## src/rtl/change_dispenser_if.sv

```systemverilog
// Coin payout bus between the vending controller/hopper side and the change dispenser.
// Signal names follow the established dispenser port names for drop-in compatibility.
interface change_dispenser_if #(
  parameter int unsigned CNT_W = 4
);
  logic             start;
  logic [2:0]       change;
  logic             refill;
  logic             ack;
  logic             eject_l;
  logic             eject_s;
  logic             busy;
  logic             done;
  logic             short;
  logic [2:0]       remain;
  logic [CNT_W-1:0] cnt_l;
  logic [CNT_W-1:0] cnt_s;

  modport master (
    output start, change, refill, ack,
    input  eject_l, eject_s, busy, done, short, remain, cnt_l, cnt_s
  );

  modport slave (
    input  start, change, refill, ack,
    output eject_l, eject_s, busy, done, short, remain, cnt_l, cnt_s
  );
endinterface

```

## src/rtl/change_dispenser.sv

```systemverilog
// Pays a 3-bit change amount out of a large-coin and a small-coin tube using a
// four-phase eject/ack handshake with the hopper; flags payouts the tubes cannot cover.
module change_dispenser #(
  parameter int unsigned LARGE_VAL  = 2,
  parameter int unsigned CNT_W      = 4,
  parameter int unsigned INIT_LARGE = 8,
  parameter int unsigned INIT_SMALL = 8
) (
  input  logic               clk,
  input  logic               rst,
  change_dispenser_if.slave  bus
);

  typedef enum logic [2:0] {
    S_IDLE,
    S_PICK,
    S_EJECT,
    S_RELEASE,
    S_FINISH
  } state_t;

  localparam logic [2:0]       W_LARGE_VAL = 3'(LARGE_VAL);
  localparam logic [CNT_W-1:0] W_INIT_L    = CNT_W'(INIT_LARGE);
  localparam logic [CNT_W-1:0] W_INIT_S    = CNT_W'(INIT_SMALL);
  localparam logic [CNT_W-1:0] W_ONE       = CNT_W'(1);

  state_t           r_state;
  logic             r_eject_l;
  logic             r_eject_s;
  logic             r_done;
  logic             r_short;
  logic [2:0]       r_remain;
  logic [CNT_W-1:0] r_cnt_l;
  logic [CNT_W-1:0] r_cnt_s;

  always_ff @(posedge clk or negedge rst) begin
    if (!rst) begin
      r_state   <= S_IDLE;
      r_eject_l <= 1'b0;
      r_eject_s <= 1'b0;
      r_done    <= 1'b0;
      r_short   <= 1'b0;
      r_remain  <= '0;
      r_cnt_l   <= W_INIT_L;
      r_cnt_s   <= W_INIT_S;
    end else begin
      r_done <= 1'b0;
      unique case (r_state)
        S_IDLE: begin
          // Refill and start may coincide; PICK then sees the refilled counts.
          if (bus.refill) begin
            r_cnt_l <= W_INIT_L;
            r_cnt_s <= W_INIT_S;
          end
          if (bus.start) begin
            r_remain <= bus.change;
            r_short  <= 1'b0;
            r_state  <= S_PICK;
          end
        end
        S_PICK: begin
          if (r_remain == '0) begin
            r_done  <= 1'b1;
            r_state <= S_FINISH;
          end else if ((r_remain >= W_LARGE_VAL) && (r_cnt_l != '0)) begin
            r_eject_l <= 1'b1;
            r_state   <= S_EJECT;
          end else if (r_cnt_s != '0) begin
            r_eject_s <= 1'b1;
            r_state   <= S_EJECT;
          end else begin
            r_short <= 1'b1;
            r_done  <= 1'b1;
            r_state <= S_FINISH;
          end
        end
        S_EJECT: begin
          // The active eject line doubles as the tube selection.
          if (bus.ack) begin
            r_eject_l <= 1'b0;
            r_eject_s <= 1'b0;
            if (r_eject_l) begin
              r_cnt_l  <= r_cnt_l - W_ONE;
              r_remain <= r_remain - W_LARGE_VAL;
            end else begin
              r_cnt_s  <= r_cnt_s - W_ONE;
              r_remain <= r_remain - 3'd1;
            end
            r_state <= S_RELEASE;
          end
        end
        S_RELEASE: begin
          if (!bus.ack) begin
            r_state <= S_PICK;
          end
        end
        S_FINISH: begin
          r_state <= S_IDLE;
        end
        default: begin
          r_state <= S_IDLE;
        end
      endcase
    end
  end

  assign bus.eject_l = r_eject_l;
  assign bus.eject_s = r_eject_s;
  assign bus.busy    = (r_state != S_IDLE);
  assign bus.done    = r_done;
  assign bus.short   = r_short;
  assign bus.remain  = r_remain;
  assign bus.cnt_l   = r_cnt_l;
  assign bus.cnt_s   = r_cnt_s;

endmodule

```

## src/flat_wrapper.sv

```systemverilog
// flat-port wrapper written by rule: the top's interface ports become plain ports
module change_dispenser_flat 
#(
  parameter int unsigned LARGE_VAL  = 2,
  parameter int unsigned CNT_W      = 4,
  parameter int unsigned INIT_LARGE = 8,
  parameter int unsigned INIT_SMALL = 8
)
  (clk, rst, bus_start, bus_change, bus_refill, bus_ack, bus_eject_l, bus_eject_s, bus_busy, bus_done, bus_short, bus_remain, bus_cnt_l, bus_cnt_s);
  change_dispenser_if #(.CNT_W(CNT_W)) bus_i ();
  input  logic clk;
  input  logic rst;
  input wire logic [$bits(bus_i.start)-1:0] bus_start;
  input wire logic [$bits(bus_i.change)-1:0] bus_change;
  input wire logic [$bits(bus_i.refill)-1:0] bus_refill;
  input wire logic [$bits(bus_i.ack)-1:0] bus_ack;
  output wire logic [$bits(bus_i.eject_l)-1:0] bus_eject_l;
  output wire logic [$bits(bus_i.eject_s)-1:0] bus_eject_s;
  output wire logic [$bits(bus_i.busy)-1:0] bus_busy;
  output wire logic [$bits(bus_i.done)-1:0] bus_done;
  output wire logic [$bits(bus_i.short)-1:0] bus_short;
  output wire logic [$bits(bus_i.remain)-1:0] bus_remain;
  output wire logic [$bits(bus_i.cnt_l)-1:0] bus_cnt_l;
  output wire logic [$bits(bus_i.cnt_s)-1:0] bus_cnt_s;
  assign bus_i.start = bus_start;
  assign bus_i.change = bus_change;
  assign bus_i.refill = bus_refill;
  assign bus_i.ack = bus_ack;
  assign bus_eject_l = bus_i.eject_l;
  assign bus_eject_s = bus_i.eject_s;
  assign bus_busy = bus_i.busy;
  assign bus_done = bus_i.done;
  assign bus_short = bus_i.short;
  assign bus_remain = bus_i.remain;
  assign bus_cnt_l = bus_i.cnt_l;
  assign bus_cnt_s = bus_i.cnt_s;
  change_dispenser #(.LARGE_VAL(LARGE_VAL), .CNT_W(CNT_W), .INIT_LARGE(INIT_LARGE), .INIT_SMALL(INIT_SMALL)) u_core (.clk(clk), .rst(rst), .bus(bus_i));
endmodule
```

## config.mk

```make
export PLATFORM = sky130hd
export DESIGN_NAME = change_dispenser_flat
export DESIGN_NICKNAME = d
export VERILOG_FILES = /design/src/rtl/change_dispenser_if.sv /design/src/rtl/change_dispenser.sv /design/src/flat_wrapper.sv
export SDC_FILE = /design/constraint.sdc
export NUM_CORES = 1
export LEC_CHECK = 0
export CAP_MARGIN = 20
export CORE_ASPECT_RATIO = 1.4
export CORE_MARGIN = 4
export CORE_UTILIZATION = 49
export DETAILED_ROUTE_END_ITERATION = 12
export MAX_ROUTING_LAYER = met4
export PLACE_DENSITY = 0.78
export SYNTH_ARGS = -nofsm -noshare
export SYNTH_HDL_FRONTEND = slang
export SYNTH_SLANG_ARGS = --single-unit
export TNS_END_PERCENT = 5
```

## constraint.sdc

```tcl
create_clock -name clk -period 2.1 [get_ports clk]
set_input_delay 0.525 -clock clk [delete_from_list [all_inputs] [get_ports clk]]
set_output_delay 0.525 -clock clk [all_outputs]
set_load 0.05 [all_outputs]
```

==> metrics.md, run 1 <==
| Metric | Value |
|---|---|
| Worst slew pin tran | `0.5024 ns` |
| CP max FO | `4` |
| Final Setup Violations | `0` |
| Final Hold Fails | `0` |
| CTS sink count | `18` |
| Crit. End Element | `primary output` |
| Tcrit/Tclk final | `~98%` |
| Placed Cells | `between 150 and 200` |
| Core Region | `between 1500 and 2000 sq um` |
| Number of buffers created by CTS | `3` |
| TNS Setup | `0 ns` |
| Flip-flop and latch count after synthesis | `18` |
| Grt total ovfl | `0` |
| Post-route insts no fill | `around 170` |
| Initial antenna violation count | `0` |
| DR iter-0 viols | `between 50 and 60` |
| Post-synth EDFFs | `0` |
| Final Max Tran Viols | `0` |
| Vias in the first global route | `966` |
| Clk Latency, worst-skew pair | `0.31 ns` |
| Worst path slowest cell | `clkdlybuf4s50_1` |
| H-tree levels | `1` |
| Worst EP required | `1.57 ns` |
| Crit path buf inv count | `1` |
| Yosys warning total | `0` |
| Status | `finished clean` |
| First-pass GRT wire length | `slightly above 4000 um` |
| R2R Setup Slk | `0.40 ns` |
| Chip width | `47.24 um` |
| Synth Instances | `117` |
| PortBufs | `23` |
| Final worst path period need | `approximately 2 ns` |
| Area grow syn2layout | `27.61%` |
| Yosys top cell area share | `between 30% and 40%` |
| Total I/O pin count | `24` |
| Detailed Route WL | `roughly 2500 um` |
| Starting Density | `a little over half` |
| Post-Syn Area per Cell | `roughly 9.0 sq um` |
| GRT Overall Usage | `19.18%` |
| ANT cells | `0` |
| Clock skew | `0.006777 ns` |
| Seq/Total Area, Yosys | `between 40% and 50%` |
| HP Class | `flip-flop to flip-flop` |
| Worst setup margin | `between 0.04 and 0.05 ns` |
| Synthesized Nets | `130` |
| Share of flip-flops with an asynchronous set or reset | `100.0%` |
| Max IR drop VDD | `between 0.001 and 0.0015 V` |
| First-pass detailed-route iteration total | `5` |
| LEAKAGE | `0.6473 nW` |
| Die area | `2973 sq um` |
| Pre-CTS WS | `0.07177 ns` |
| Crit-path cells | `clkdlybuf4s50_1` |
| Root Driver | `clkbuf_4` |
| Synth top area cells | `dfrtp_1, ha_1, dfstp_2` |
| Die H | `approximately 63 um` |
| Cell Area, Synth | `roughly 1100 sq um` |
| Hpwl dp | `around 1900 um` |
| Fin util | `roughly 67%` |
| Routability-driven placement congestion ratio | `roughly 0.8` |
| Hold-fix buffers, CTS | `0` |
| Routed len/inst | `~15 um` |
| Max Clk Rate | `around 500 MHz` |
| Via count | `approximately 950` |
| Core Rows | `19` |
| RSZ-0062 raised after global routing | `false` |
| Synth area leader | `dfrtp_1` |
| Crit path kind | `flip-flop to primary output` |
| Critical Path Max Stage Delay | `approximately 0.82 ns` |
| Post-route antenna net violation count | `0` |
| Rel. slew slack | `around two thirds` |
| Post-CTS setup buffer count | `0` |
| Post-CTS Resized | `0` |
| Vias/cell | `about 5.7` |
| DRC viols | `0` |
| Post-synthesis cell type count | `32` |
| CTS Buffer Depth | `2` |
| Max-Cap Viols | `0` |
| Final nets | `about 160` |
| Data arrival, critical path | `~1.5 ns` |
| Post-synth top cells | `dfrtp_1, nand2_1, inv_1` |
| PD cells | `between 1500 and 2000 nW/um^2` |
| Largest net degree at the start of global routing | `19` |
| Crit-path leading delay family | `buffers and inverters` |
| Layout cells sized above 1 | `roughly 14%` |
| Ys flop type | `dfrtp_1` |
| Count leader, synth | `dfrtp_1` |
| TritonCTS clock tree | `done` |
| Reg clk slew, reported paths | `0.11 ns` |
| Critical path launch point type | `flip-flop` |
cell type report:
cell class / instances / area (sq um)
well taps: 21 / 26.28
multi-input cells: 84 / 535.5
inverters: 11 / 41.29
fillers: 176 / 649.4
repair buffers: 27 / 255.2
flip-flops and latches: 18 / 452.9
clock buffers: 4 / 36.28
sequential cells by signal, summed over array words and instances (netlist names):
register and flops:
u_core.bus.cnt_l 4, u_core.bus.cnt_s 4, u_core.bus.remain 3, u_core.r_state 3
u_core.bus.done 1, u_core.bus.eject_l 1, u_core.bus.eject_s 1, u_core.bus.short 1
cell families after synthesis:
group                    share of synthesized area, %
AO/OA/AOI/OAI                                   15.88
adder cells (fa/ha/maj)                         5.924
AND/OR/NAND/NOR                                 21.92
multiplexers                                    2.844
flip-flops                                      42.89
XOR/XNOR                                        4.147
buffers and inverters                           6.399
layer usage:
metal  GRT usage (%)  share of wire [%]  vias to the layer above
met3           2.305                4.6                        7
met2           31.54                 51                       29
met4           9.689                2.8                        0
met5               -                  0                        -
li1                -                  -                      462
met1           21.40                 42                      447
layout by cell type (no fill, tap or decap), drive strengths merged:
cell,netlist,routed
mux2i,3,3
or3,2,2
o31ai,2,2
a21oi,7,7
o21ai,6,6
dfrtp,16,16
xor2,5,5
ha,5,5
nor3,3,3
inv,11,11
nand2,13,13
nor3b,4,4
or4,1,1
nor2b,2,2
nand3,3,3
dfstp,2,2
buf,2,11
nor2,9,9
and2,2,2
dlymetal6s2s,0,5
nand2b,2,2
o22ai,1,1
a31oi,3,3
or2,1,1
o21bai,1,1
o211ai,4,4
a211oi,1,1
clkbuf,2,4
and3,1,1
o2111ai,2,2
or4b,1,1
clkdlybuf4s50,0,11
path summary, 6_finish.rpt:
check,from,end,cells past startpoint
min in group asynchronous,rst,u_core.bus.cnt_l[2],2
worst max register to register,u_core.bus.cnt_l[0],u_core.bus.short,5
worst max-delay path,u_core.bus.cnt_l[1],bus_cnt_l[1],1
worst min register to register,u_core.bus.short,u_core.bus.short,2
worst min-delay path,u_core.bus.short,u_core.bus.short,2
max in group asynchronous,rst,u_core.bus.cnt_s[3],2
through the flow:
stage | hold WS (ns) | total power (W) | area, sq um
2_1_floorplan | 0.2294 | 0.001725 | 1056
3_3_place_gp | 0.4706 | 0.002121 | 1299
3_5_place_dp | 0.4819 | 0.002174 | 1299
4_1_cts | 0.5064 | 0.002405 | 1335
5_1_grt | 0.5383 | 0.002572 | 1348
6_report | 0.4994 | 0.002390 | 1348
power by group:
group	switching, W	internal, W
logic	0.000943	0.000533
registers	0.000184	0.000504
clock network	0.000119	0.000106
total	0.00125	0.00114
Note: power is estimated with default switching activity, not from simulation.
==> run 2: changes to the inputs <==
CORE_UTILIZATION = 52   (was 49)
PLACE_DENSITY = 0.82   (was 0.78)
clock period = 2.5 ns   (was 2.1 ns; I/O delays follow)
==> metrics.md, run 2 (synthesized netlist as in run 1, its figures left out) <==
| Metric | Value |
|---|---|
| Status | `finished clean` |
| R2R Setup Slk | `0.78 ns (+0.38 ns)` |
| Number of buffers created by CTS | `3 (unchanged)` |
| Reg clk slew, reported paths | `0.11 ns (about the same)` |
| Worst EP required | `1.88 ns (+0.31 ns)` |
| Die H | `61.32 um (-2.6%)` |
| Max IR drop VDD | `0.0008091 V (-20%)` |
| Max Clk Rate | `between 400 and 500 MHz` |
| Tcrit/Tclk final | `a little over nine tenths` |
| Routed len/inst | `13.85 um (-7.0%)` |
| Detailed Route WL | `2258 um (-8.1%)` |
| Worst path slowest cell | `clkdlybuf4s50_1` |
| Hold-fix buffers, CTS | `0 (unchanged)` |
| Grt total ovfl | `0 (unchanged)` |
| Clk Latency, worst-skew pair | `0.31 ns (about the same)` |
| TritonCTS clock tree | `done` |
| ANT cells | `0 (unchanged)` |
| Crit path kind | `flip-flop to primary output` |
| Multi-input gate area | `535.5 sq um (unchanged)` |
| Crit-path leading delay family | `buffers and inverters` |
| Initial antenna violation count | `0 (unchanged)` |
| CTS sink count | `18 (unchanged)` |
| Rel. slew slack | `64.24% (-2.2 points)` |
| CTS Buffer Depth | `2 (unchanged)` |
| Clk network pwr share | `9.3% (about the same)` |
| Sequential Power Share | `29.8% (+1.0 points)` |
| Met3 GRT Util | `3.216% (+0.91 points)` |
| PD cells | `1489 nW/um^2 (-16%)` |
| Data arrival, critical path | `1.76 ns (+0.23 ns)` |
| DR iter-0 viols | `38 (-25%)` |
| Area grow syn2layout | `26.42%` |
| First-pass GRT wire length | `3801 um (-7.9%)` |
| Largest net degree at the start of global routing | `19 (unchanged)` |
| Routability-driven placement congestion ratio | `0.7825 (-1.3%)` |
| Final Hold Fails | `0 (unchanged)` |
| Crit path buf inv count | `1 (unchanged)` |
| RSZ-0062 raised after global routing | `false` |
| Vias/cell | `5.656 (-1.2%)` |
| Starting Density | `54.17% (+1.3 points)` |
| Clock skew | `0.01122 ns (+0.004447 ns)` |
| Overall Power | `0.001988 W (-17%)` |
| Chip width | `46.09 um (-2.4%)` |
| Core Region | `1949 sq um (-2.4%)` |
| LEAKAGE | `0.5766 nW (-11%)` |
| Post-route antenna net violation count | `0 (unchanged)` |
| Final Max Tran Viols | `0 (unchanged)` |
| PortBufs | `23 (unchanged)` |
| H-tree levels | `1 (unchanged)` |
| GRT Overall Usage | `19.34% (+0.16 points)` |
| Final nets | `156 (-1.3%)` |
| First-pass detailed-route iteration total | `4 (-1)` |
| Switch Pwr | `0.001026 W (-18%)` |
| Final worst path period need | `2.387 ns` |
| FF+latch area | `452.9 sq um (unchanged)` |
| Die area | `2826 sq um (-4.9%)` |
| Max-Cap Viols | `0 (unchanged)` |
| Crit. End Element | `primary output` |
| Root Driver | `clkbuf_4` |
| HP Class | `flip-flop to flip-flop` |
| Post-CTS Resized | `0 (unchanged)` |
| Critical Path Max Stage Delay | `0.88 ns (+0.06 ns)` |
| Layout fillers | `149 (-15%)` |
| TNS Setup | `0 ns (unchanged)` |
| Most frequent cells in the layout | `clkdlybuf4s50_1, dfrtp_1, nand2_1` |
| DRC viols | `0 (unchanged)` |
| Via count | `922 (-2.4%)` |
| Met2 Track Usage GR | `31.89% (+0.35 points)` |
| Critical path launch point type | `flip-flop` |
| CP max FO | `11 (+7)` |
| Part of the power in combinational logic | `60.9% (-0.9 points)` |
| Layout cells sized above 1 | `8.451% (-5.4 points)` |
| Hpwl dp | `1730 um (-8.3%)` |
| Int Pwr | `0.0009620 W (-16%)` |
| Worst slew pin tran | `0.5344 ns (+0.03204 ns)` |
| Commonest non-fill, non-tap cell in the layout | `clkdlybuf4s50_1` |
| Core Rows | `19 (unchanged)` |
| Top Usage Layer GRT | `met2` |
| Final Setup Violations | `0 (unchanged)` |
| Post-CTS setup buffer count | `0 (unchanged)` |
| Sw Ratio | `51.62% (-0.52 points)` |
| Met1 usage | `21.55% (+0.14 points)` |
| Crit-path cells | `clkdlybuf4s50_1` |
| Total I/O pin count | `24 (unchanged)` |
| Vias in the first global route | `901 (-6.7%)` |
run 2: stage by stage:
stage / utilization, % / hold WS (ns) / std cells / worst slack [ns] / area, sq um
finish: 68.49 / 0.4860 / 163 / 0.1131 / 1335
global route: 68.49 / 0.5377 / 163 / 0.02559 / 1335
CTS: 68.49 / 0.4935 / 163 / 0.1184 / 1335
detailed placement: 66.62 / 0.4674 / 159 / 0.3442 / 1299
global placement: 66.62 / 0.4673 / 159 / 0.3886 / 1299
floorplan: - / 0.3294 / 117 / 0.6936 / 1056
run 2: path summary, 6_finish.rpt:
kind	startpoint	to	cells past startpoint
worst max-delay path	u_core.bus.eject_l	bus_eject_l	1
worst min-delay path	u_core.bus.short	u_core.bus.short	2
worst max register to register	u_core.r_state[2]	u_core.bus.eject_s	4
worst min register to register	u_core.bus.short	u_core.bus.short	2
max in group asynchronous	rst	u_core.bus.cnt_l[3]	2
min in group asynchronous	rst	u_core.r_state[1]	2
run 2: worst reg2reg max path: cells and delay by family, from the launching register on:
kind,cells,cell delay (ns)
simple gates,4,1.12
flops,1,0.49
run 2: metal layers:
layer,part of all wire (%),wire [um]
met5,0,0
met2,52,1166
met3,3.5,78
met4,2.2,49
met1,43,963
run 2: layout make-up:
class / instances / area share (%)
sequential: 18 / 33.93
clock buffer: 4 / 2.718
multi-input combinational: 84 / 40.11
inverter: 11 / 3.093
tap: 21 / 1.968
timing repair buffer: 25 / 18.18
run 2: power groups by stage:
stage | clock [W] | sequential [W] | combinational [W]
2_1_floorplan | 0 | 0.000866 | 0.000583
3_3_place_gp | 0 | 0.000588 | 0.00118
3_5_place_dp | 0 | 0.000594 | 0.00121
4_1_cts | 0.000189 | 0.000588 | 0.00122
5_1_grt | 0.000197 | 0.000615 | 0.00132
6_report | 0.000186 | 0.000592 | 0.00121
==> run 3: changes to the inputs <==
REMOVE_ABC_BUFFERS = 1   (was unset)
==> metrics.md, run 3 (synthesized netlist as in run 1, its figures left out) <==
| Metric | Value |
|---|---|
| Root Driver | `clkbuf_4` |
| Via count | `956 (+3.7%)` |
| Fin util | `68.87% (+0.39 points)` |
| Crit path buf inv count | `1 (unchanged)` |
| Post-CTS setup buffer count | `0 (unchanged)` |
| Die area | `2826 sq um (unchanged)` |
| Grt total ovfl | `0 (unchanged)` |
| Vias/cell | `5.829 (+3.1%)` |
| Critical path launch point type | `flip-flop` |
| CTS sink count | `18 (unchanged)` |
| Die H | `61.32 um (unchanged)` |
| Part of the power in combinational logic | `61.8% (+0.9 points)` |
| Final worst path period need | `2.289 ns (-0.09771 ns)` |
| LEAKAGE | `0.5811 nW (+0.77%)` |
| Int Pwr | `0.0009667 W (+0.49%)` |
| Largest net degree at the start of global routing | `19 (unchanged)` |
| Data arrival, critical path | `1.66 ns (-0.10 ns)` |
| Final Hold Fails | `0 (unchanged)` |
| HP Class | `flip-flop to flip-flop` |
| Detailed Route WL | `2341 um (+3.7%)` |
| PD cells | `1488 nW/um^2 (-0.10%)` |
| Core Region | `1949 sq um (unchanged)` |
| Critical Path Max Stage Delay | `0.80 ns (-0.08 ns)` |
| Tcrit/Tclk final | `91.57% (-3.9 points)` |
| R2r startpoint | `u_core.r_state[2]` |
| GRT Overall Usage | `20.05% (+0.71 points)` |
| Clk Latency, worst-skew pair | `0.30 ns (about the same)` |
| Crit-path leading delay family | `buffers and inverters` |
| Layout cells sized above 1 | `9.091% (+0.64 points)` |
| DRC viols | `0 (unchanged)` |
| Placed cell area | `1306 sq um (+0.58%)` |
| Routability-driven placement congestion ratio | `0.8035 (+2.7%)` |
| WHS Endpoint | `u_core.bus.short` |
| Core Rows | `19 (unchanged)` |
| Max Clk Rate | `436.8 MHz (+4.3%)` |
| Max IR drop VDD | `0.0007847 V (-3.0%)` |
| RSZ-0062 raised after global routing | `false` |
| Sw Ratio | `51.60% (about the same)` |
| Final instance area | `1343 sq um (+0.56%)` |
| H-tree levels | `1 (unchanged)` |
| Total I/O pin count | `24 (unchanged)` |
| Worst hold stages | `2 (unchanged)` |
| Final Max Tran Viols | `0 (unchanged)` |
| Worst EP required | `1.88 ns (about the same)` |
| First-pass GRT wire length | `3960 um (+4.2%)` |
| CTS Buffer Depth | `2 (unchanged)` |
| Final Setup Violations | `0 (unchanged)` |
| Commonest non-fill, non-tap cell in the layout | `clkdlybuf4s50_1` |
| Routed len/inst | `14.27 um (+3.0%)` |
| WHS | `0.5124 ns (+0.02630 ns)` |
| Number of buffers created by CTS | `3 (unchanged)` |
| Crit-path cells | `clkdlybuf4s50_1` |
| Worst path slowest cell | `clkdlybuf4s50_1` |
| ANT cells | `0 (unchanged)` |
| TritonCTS clock tree | `done` |
| R2R Setup Slk | `0.68 ns (-0.10 ns)` |
| Status | `finished clean` |
| Sequential Power Share | `29.1% (-0.7 points)` |
| Placed Cells | `160 (+0.63%)` |
| TNS Setup | `0 ns (unchanged)` |
| Initial antenna violation count | `0 (unchanged)` |
| Max-Cap Viols | `0 (unchanged)` |
| FF-to-FF path depth | `4 (unchanged)` |
| DR iter-0 viols | `41 (+7.9%)` |
| Clock skew | `0.004403 ns (-0.006822 ns)` |
| Starting Density | `54.17% (unchanged)` |
| Hpwl dp | `1787 um (+3.3%)` |
| First-pass detailed-route iteration total | `4 (unchanged)` |
| Post-route antenna net violation count | `0 (unchanged)` |
| Switch Pwr | `0.001031 W (+0.43%)` |
| Post-route insts no fill | `164 (+0.61%)` |
| Crit path kind | `flip-flop to primary output` |
| Post-CTS Resized | `0 (unchanged)` |
| Hold Path Origin | `u_core.bus.short` |
| Chip width | `46.09 um (unchanged)` |
| Reg clk slew, reported paths | `0.10 ns (about the same)` |
| Crit. End Element | `primary output` |
| Area grow syn2layout | `27.13%` |
| Final nets | `157 (+0.64%)` |
| Worst slew pin tran | `0.5746 ns (+0.04015 ns)` |
| CP max FO | `3 (-8)` |
| Vias in the first global route | `908 (+0.78%)` |
| Rel. slew slack | `61.55% (-2.7 points)` |
| Clk network pwr share | `9.1% (-0.2 points)` |
| Most frequent cells in the layout | `clkdlybuf4s50_1, dfrtp_1, nand2_1` |
| Hold-fix buffers, CTS | `0 (unchanged)` |
| PortBufs | `23 (unchanged)` |
| Crit Reg-Reg Endpoint | `u_core.bus.eject_s` |
[run 3: cell types whose count changed in the layout (fill, tap and decap cells not counted), sizes merged]
cell,change
buf,+1
[run 3: worst max-delay path by stage]
stage	endpoint	slack (ns)	startpoint	cells past startpoint
CTS	bus_cnt_l[3]	0.19	u_core.bus.cnt_l[3]	1
detailed placement	u_core.bus.eject_s	0.35	bus_ack	5
global route	bus_cnt_s[3]	0.16	u_core.bus.cnt_s[3]	1
floorplan	u_core.bus.eject_s	0.70	u_core.bus.remain[1]	6
finish	bus_cnt_s[3]	0.21	u_core.bus.cnt_s[3]	1
global placement	u_core.bus.cnt_s[2]	0.40	bus_ack	5
[run 3: per-stage QoR]
step	total power (W)	setup slack [ns]
6_report	0.001997	0.2108
5_1_grt	0.002156	0.1645
4_1_cts	0.002006	0.1942
3_5_place_dp	0.001818	0.3456
3_3_place_gp	0.001775	0.4012
2_1_floorplan	0.001422	0.7030
[run 3: power by group through the flow]
stage	Clock (W)	Combinational, W	Sequential, W
3_5_place_dp	0	0.00123	0.000584
4_1_cts	0.000184	0.00124	0.000580
2_1_floorplan	0	0.000516	0.000906
3_3_place_gp	0	0.00120	0.000573
5_1_grt	0.000196	0.00135	0.000606
6_report	0.000181	0.00123	0.000582
[run 3: area by class of cell]
class,count,area (sq um)
fillers,161,606.8
multi-input cells,84,535.5
flip-flops and latches,18,452.9
repair buffers,26,250.2
inverters,11,41.29
clock buffers,4,36.28
well taps,21,26.28
[run 3: routing by layer]
metal	track usage [%]	share of wire [%]	up-vias
met5	-	0	-
met4	8.537	1.5	0
met3	2.632	5.0	5
met2	32.87	53	30
met1	24.22	41	463
li1	-	-	458
